<file path="src/rtl/s3_maxpool_stream.sv">
// Streaming 2x2 signed max-pool for a 4-filter 6x6 feature map (36 pooled outputs per frame).
// Horizontal pairs are reduced on the fly; even-row pair maxima wait in a 3-entry line buffer.
module s3_maxpool_stream #(
  parameter int unsigned DWIDTH = 36
) (
  input  logic              clk,
  input  logic              rst_n,
  input  logic              clear,
  input  logic              in_valid,
  output logic              in_ready,
  input  logic [DWIDTH-1:0] in_data,
  output logic              out_valid,
  input  logic              out_ready,
  output logic [DWIDTH-1:0] out_data,
  output logic [1:0]        out_ch,
  output logic [1:0]        out_row,
  output logic [1:0]        out_col,
  output logic              frame_done
);

  logic [2:0]                   col_q, col_d, row_q, row_d;
  logic [1:0]                   ch_q, ch_d;
  logic [DWIDTH-1:0]            hold_q, hold_d;
  logic [2:0][DWIDTH-1:0]       lb_q, lb_d;
  logic [DWIDTH-1:0]            data_q, data_d;
  logic [1:0]                   och_q, och_d, orow_q, orow_d, ocol_q, ocol_d;
  logic                         valid_q, valid_d, done_q, done_d;
  logic                         xfer;
  logic [DWIDTH-1:0]            pair, pool;

  assign in_ready = !(valid_q && !out_ready);
  assign xfer     = in_valid && in_ready;

  assign pair = ($signed(in_data) > $signed(hold_q)) ? in_data : hold_q;
  assign pool = ($signed(pair) > $signed(lb_q[col_q[2:1]])) ? pair : lb_q[col_q[2:1]];

  always_comb begin
    col_d   = col_q;
    row_d   = row_q;
    ch_d    = ch_q;
    hold_d  = hold_q;
    lb_d    = lb_q;
    data_d  = data_q;
    och_d   = och_q;
    orow_d  = orow_q;
    ocol_d  = ocol_q;
    valid_d = valid_q;
    done_d  = 1'b0;

    if (valid_q && out_ready) valid_d = 1'b0;

    // Abort wins over a simultaneous transfer; the offered sample is dropped.
    if (clear) begin
      col_d   = '0;
      row_d   = '0;
      ch_d    = '0;
      hold_d  = '0;
      lb_d    = '0;
      valid_d = 1'b0;
    end else if (xfer) begin
      if (!col_q[0]) begin
        hold_d = in_data;
      end else if (!row_q[0]) begin
        lb_d[col_q[2:1]] = pair;
      end else begin
        data_d  = pool;
        och_d   = ch_q;
        orow_d  = row_q[2:1];
        ocol_d  = col_q[2:1];
        valid_d = 1'b1;
      end

      if (col_q == 3'd5) begin
        col_d = '0;
        if (row_q == 3'd5) begin
          row_d = '0;
          ch_d  = ch_q + 2'd1;
          if (ch_q == 2'd3) done_d = 1'b1;
        end else begin
          row_d = row_q + 3'd1;
        end
      end else begin
        col_d = col_q + 3'd1;
      end
    end
  end

  always_ff @(posedge clk or negedge rst_n) begin
    if (!rst_n) begin
      col_q   <= '0;
      row_q   <= '0;
      ch_q    <= '0;
      hold_q  <= '0;
      lb_q    <= '0;
      data_q  <= '0;
      och_q   <= '0;
      orow_q  <= '0;
      ocol_q  <= '0;
      valid_q <= 1'b0;
      done_q  <= 1'b0;
    end else begin
      col_q   <= col_d;
      row_q   <= row_d;
      ch_q    <= ch_d;
      hold_q  <= hold_d;
      lb_q    <= lb_d;
      data_q  <= data_d;
      och_q   <= och_d;
      orow_q  <= orow_d;
      ocol_q  <= ocol_d;
      valid_q <= valid_d;
      done_q  <= done_d;
    end
  end

  assign out_valid  = valid_q;
  assign out_data   = data_q;
  assign out_ch     = och_q;
  assign out_row    = orow_q;
  assign out_col    = ocol_q;
  assign frame_done = done_q;

endmodule

</file>
<file path="config.mk">
export PLATFORM = sky130hd
export DESIGN_NAME = s3_maxpool_stream
export DESIGN_NICKNAME = d
export VERILOG_FILES = /design/src/rtl/s3_maxpool_stream.sv
export SDC_FILE = /design/constraint.sdc
export NUM_CORES = 1
export LEC_CHECK = 0
export CORE_MARGIN = 4
export CORE_UTILIZATION = 57
export CTS_CLUSTER_SIZE = 24
export DETAILED_ROUTE_END_ITERATION = 10
export PLACE_DENSITY = 0.78
export SLEW_MARGIN = 25
export SYNTH_ARGS = -nofsm -noshare
export SYNTH_HDL_FRONTEND = slang
export SYNTH_SLANG_ARGS = --single-unit
</file>
<file path="constraint.sdc">
create_clock -name clk -period 11.65 [get_ports clk]
set_input_delay 2.9125 -clock clk [delete_from_list [all_inputs] [get_ports clk]]
set_output_delay 2.9125 -clock clk [all_outputs]
set_load 0.03 [all_outputs]
</file>
After elaboration in Yosys (flattened, before gate mapping)
Cells that the tools add are included.
{"block": "word_totals", "mem_bits_rw": 0, "latchBits": 0, "n_memories": 0, "output_inout_bits": 45, "reg_bits": 196, "elab_cells": 76, "mem_bits_ro": 0, "in_bits": 41}
{"block": "op_classes", "add_sub_neg": 3, "eq_ne": 5, "div": 0, "muxes": 35, "order_cmp": 4, "shift": 0, "n_reduce_logical": 15, "bitwise_logic": 1, "multipliers": 0}
{"operator": "two-way mux 108 bit", "count": 4}
{"operator": "two-way mux 36 bit", "count": 7}
{"operator": "bitwise mux 108 bit", "count": 1}
{"operator": "binary-select mux 36 bit (select 2 bit)", "count": 1}
{"operator": "demux 36 bit (select 2 bit)", "count": 1}
{"operator": "> comparator 36 bit", "count": 2}
{"operator": "two-way mux 3 bit", "count": 7}
{"operator": "two-way mux 1 bit", "count": 10}
{"operator": "two-way mux 2 bit", "count": 4}
{"operator": "nonzero test 2 bit", "count": 4}
{"operator": "adder 3 x 1 -> 3 bit, second input constant", "count": 2}
{"operator": "== test 3 bit, second input constant", "count": 2}
{"operator": "AND reduction 3 bit", "count": 2}
{"operator": "logical AND 1 bit", "count": 4}
{"operator": "!= test 2 bit, second input constant", "count": 2}
{"operator": "AND reduction 2 bit", "count": 2}
{"operator": "AND reduction 4 bit", "count": 1}
{"operator": "< comparator 2 x 3 -> 1 bit, second input constant", "count": 1}
{"operator": "adder 2 x 1 -> 2 bit, second input constant", "count": 1}
{"operator": "== test 2 bit, second input constant", "count": 1}
{"operator": "greater-or-equal comparator 2 x 1 -> 1 bit, second input constant", "count": 1}
{"operator": "logical NOT 1 bit", "count": 2}
{"operator": "NOT 1 bit", "count": 1}

Depth between registers and ports, before layout
{"block": "depth", "ltp_word": 9, "ltp_mapped": 23, "mapped_depth_nobuf": 19}

Worst setup path before layout
OpenSTA, ideal clock, no wires.
{"block": "synth_path", "path_type": "input-to-reg", "from": "input in_data[5]", "to": "register data_q[0] (netlist: out_data[0])", "n_path_buf": 4, "t_arrival_ns": 6.873, "t_required_ns": 11.511, "path_slack_ns": 4.638, "cell_stages": 21, "setup_ns": 0.139, "cell_sequence": "ha_1 -> a21o_1 -> nand3_1 -> a21oi_1 -> a2111oi_0 -> o21ai_0 -> a31oi_1 -> buf_4 -> buf_4 -> mux2i_1 -> inv_1 -> ha_1 -> nand4_1 -> or4_1 -> o2111ai_1 -> a21oi_1 -> mux2_4 -> buf_6 -> buf_6 -> a22oi_2 -> o31ai_2"}
{"block": "synth_via", "elab_chain_len": 4}
{"element": "start: declaration", "line_no": "11", "rtl": "input logic [DWIDTH-1:0] in_data,"}
{"element": "> comparator 36 bit", "line_no": "34", "rtl": "assign pair = ($signed(in_data) > $signed(hold_q)) ? in_data : hold_q;"}
{"element": "two-way mux 36 bit (*)", "line_no": "34"}
{"element": "> comparator 36 bit", "line_no": "35", "rtl": "assign pool = ($signed(pair) > $signed(lb_q[col_q[2:1]])) ? pair : lb_q[col_q[2:1]];"}
{"element": "two-way mux 36 bit (*)", "line_no": "35"}
{"element": "end signal: assignment", "line_no": "107", "rtl": "data_q <= data_d;"}
{"element": "end: declaration", "line_no": "25", "rtl": "logic [DWIDTH-1:0] data_q, data_d;"}
Every way passes the cells marked *; elsewhere a longest branch is shown, timed or not.
A chain may end at the register's enable or synchronous reset.

Worst setup path in the final report
{"block": "layout_path", "from": "input in_data[26]", "to": "register data_q[18] (netlist: out_data[18])"}
The elaborated chain is that of the path after synthesis.

==> metrics <==
status=finished clean; syn_area_per_cell=9.918 um2; Distinct cells, synth=43; row count=49; full die area=approximately 21000 um2; CTS tree=yes; routed vias/inst=6.019; Seq cells post-synth=196; Die Span X=145.0 um; post-synth net total=1193; crit path from=in_data[26]; flop2flop setup slack=5.40 ns; CP Capture Type=flip-flop; CP Data Required Time=roughly 12 ns; Layout area overhead=15.09%; Synth Warn #=0; initial antenna violation count=0; DRT Wirelength=about 26000 um; Worst-Margin Slew=0.9530 ns; Critical Path Start Type=primary input; Final Max Tran Viols=0; critical path endpoint=out_data[18]; initial drt markers=565; power density over cell area=129.8 nW/um2; final worst-path cycle share=75.65%; Synth Flop Type=dfrtp_1; fin crit period=8.813 ns; detailed placer's ending HPWL=approximately 17000 um; CTS root buffer=clkbuf_16; Fin. Hold Viols=0; fill count=1422; post-CTS sizing=0; FFs w/ async S/R, synth=100.0%; register area=between 4000 and 5000 um2; post-DR wirelength/cell=roughly 19 um; Reg2Reg Depth=20; sequential share of the synthesized area=between 40% and 50%; max_slew headroom=36.47%; I/O Buffers=85; slowest CP cell=a31oi_4; Post CTS Setup Buffer Count=0; Hold Crit Class=reg -> reg; worst skew pair latency=0.44 ns; Worst-path clk slew=0.06 ns; Die H=145.0 um; DRC Markers=0; maxcap violations=0; Max Clk Rate=113.5 MHz; cts hold-fix bufs=0; DP Cell Count=1343; first-pass GRT wire length=about 43000 um; post-route setup TNS=0 ns; Clock Tree Buf Depth=2; setup violators final=0; total CTS buffers=17; slowest stage delay, CP=0.78 ns; Worst Path Class, Setup=in -> reg; Total Nets Final=1248; arrival time at the worst endpoint=~9 ns; TritonRoute pass-1 iters=5; maximum vdd drop=0.1177 mV; total vias in the final route=about 8300; mapped cell area=10700 um2; Syn Inst Count=between 1000 and 1500; worst-path fanout max=72; count of flip-flops with a built-in enable after synthesis=0; fraction of layout cells with a size suffix above 1=a little under an eighth; Antenna Nets Post-Route=0; total gr overflow=0; vias in the first global route=8266; Core Area=18210 um2; Total GRT Usage=24.84%; Pleak=5.442 nW; reg-to-reg startpoint=hold_q[26]; RSZ-0062 raised after global routing=false; combined area of the multi-input logic cells=5264 um2; Initial Util=58.77%; Antenna diodes=0; critical register-to-register path endpoint=out_data[18]; H-tree depth=4; count of non-filler cells in the finished layout=1375; CP cell instances=clkdlybuf4s50_1 > ha_1 > nand4_1 > nor3_1 > a22o_1 > nor4_1 > nor2_1 > a31oi_4 > buf_4 > mux2i_1 > inv_1 > ha_1 > a21oi_1 > nor2_1 > a211oi_1 > o21ai_0 > a21oi_1 > mux2_8 > a22oi_1 > o31ai_2; Setup Skew=around 0.0073 ns; largest net degree at the start of global routing=117; GPL Wtd Cong=0.8457; Ports=86; clock sinks=196
-- how the worst min path moves through the flow --
stage / startpoint / to / slack [ns] / depth (start not counted)
floorplan: lb_q[0] / lb_q[0] / 0.45 / 2
global placement: lb_q[39] / lb_q[39] / 0.46 / 2
detailed placement: lb_q[12] / lb_q[12] / 0.47 / 2
CTS: lb_q[21] / lb_q[21] / 0.48 / 2
global route: lb_q[14] / lb_q[14] / 0.50 / 2
finish: lb_q[21] / lb_q[21] / 0.48 / 2
-- Yosys cell counts (2+ instances only) --
cell type  instances  share of area (%)
a22oi_2           34                4.0
mux2i_1           73                6.8
buf_1              6               0.21
mux2_2             6               0.63
nor2b_1            2               0.12
o21a_1             2               0.14
ha_1              73                8.5
nand2_1          131                4.6
a22o_1            37                3.0
nor2_1            91                3.2
buf_4              4               0.28
o21ai_0          120                5.6
nor3b_1            3               0.21
a2bb2oi_1          2               0.16
xor2_1             2               0.16
a21oi_1           70                3.3
nand3_1            8               0.37
a22oi_1            2               0.14
dfrtp_1          196                 46
a31oi_1            2               0.12
clkbuf_1          46                1.6
a211oi_1           5               0.35
a21o_1             3               0.21
buf_6              8               0.84
and4_1             2               0.16
nor4_1             2               0.12
nand4_1           16               0.94
nor3_1             8               0.37
nand2b_1           2               0.12
o211ai_1           2               0.14
o31ai_2           36                4.2
inv_1             74                2.6
-- state kept, by name (all words and copies together), names as in the netlist --
| signal | flops |
|---|---|
| frame_done | 1 |
| out_ch | 2 |
| out_valid | 1 |
| row_q | 3 |
| out_data | 36 |
| lb_q | 108 |
| out_col | 2 |
| out_row | 2 |
| hold_q | 36 |
| col_q | 3 |
| ch_q | 2 |
-- power by group --
part	switching (mW)	leakage [nW]	internal, mW	total [mW]
Sequential	0.0135	2.71	0.696	0.710
Combinational	0.192	2.44	0.0964	0.288
Clock	0.254	0.292	0.347	0.600
Total	0.459	5.44	1.14	1.60
-- worst max-delay path, delay by kind of cell --
kind | cells | cell delay (ns)
AO/OA/AOI/OAI | 8 | 2.32
adder cells (fa/ha/maj) | 2 | 0.69
buffers and inverters | 3 | 0.90
multiplexers | 2 | 1.29
AND/OR/NAND/NOR | 5 | 0.94
-- metal layers --
| layer | wire (um) | global-route usage [%] |
|---|---|---|
| met1 | 11670 | 34.97 |
| met2 | 12270 | 40.40 |
| met3 | 1401 | 4.178 |
| met4 | 475 | 6.698 |
| met5 | 0 | 0 |
-- stage by stage --
step / hold WS [ns] / total power, mW / cell area, um2 / utilization, % / setup WS (ns)
6_report: 0.4794 / 1.599 / 12320 / 67.64 / 2.837
5_1_grt: 0.5040 / 1.667 / 12320 / 67.64 / 2.655
4_1_cts: 0.4841 / 1.601 / 12290 / 67.47 / 2.920
3_5_place_dp: 0.4693 / 1.005 / 11690 / 64.22 / 2.656
3_3_place_gp: 0.4599 / 0.9958 / 11680 / 64.16 / 2.469
2_1_floorplan: 0.4492 / 0.9226 / 10700 / - / 4.638
-- placed cells by master (no fill, tap or decap), drive strengths merged, types with 5 or more instances in the layout --
cell type,netlist,final
a211oi,5,5
a21oi,70,70
a22o,37,37
a22oi,36,36
buf,18,15
clkbuf,46,22
clkdlybuf4s50,0,84
clkinv,0,6
dfrtp,196,196
ha,73,73
inv,74,74
mux2,7,7
mux2i,73,73
nand2,131,131
nand3,8,8
nand4,16,16
nor2,91,91
nor3,8,8
o21ai,120,120
o31ai,37,37
-- logic make-up (layout without fill, tap and decap cells) --
group,count (synthesis),count (layout),synth area share [%]
flip-flops,196,196,45.83
buffers and inverters,138,205,5.542
adder cells (fa/ha/maj),73,73,8.535
AO/OA/AOI/OAI,320,320,21.76
multiplexers,80,80,7.600
AND/OR/NAND/NOR,269,269,10.49
XOR/XNOR,3,3,0.2456
-- layout make-up --
class	instances	area share [%]
Sequential cell	196	39.83
Tap cell	229	2.326
Clock inverter	10	1.067
Clock buffer	21	3.738
Timing Repair Buffer	100	8.046
Multi-Input combinational cell	745	42.74
Inverter	74	2.255
Power figures use the tool's default switching activity.
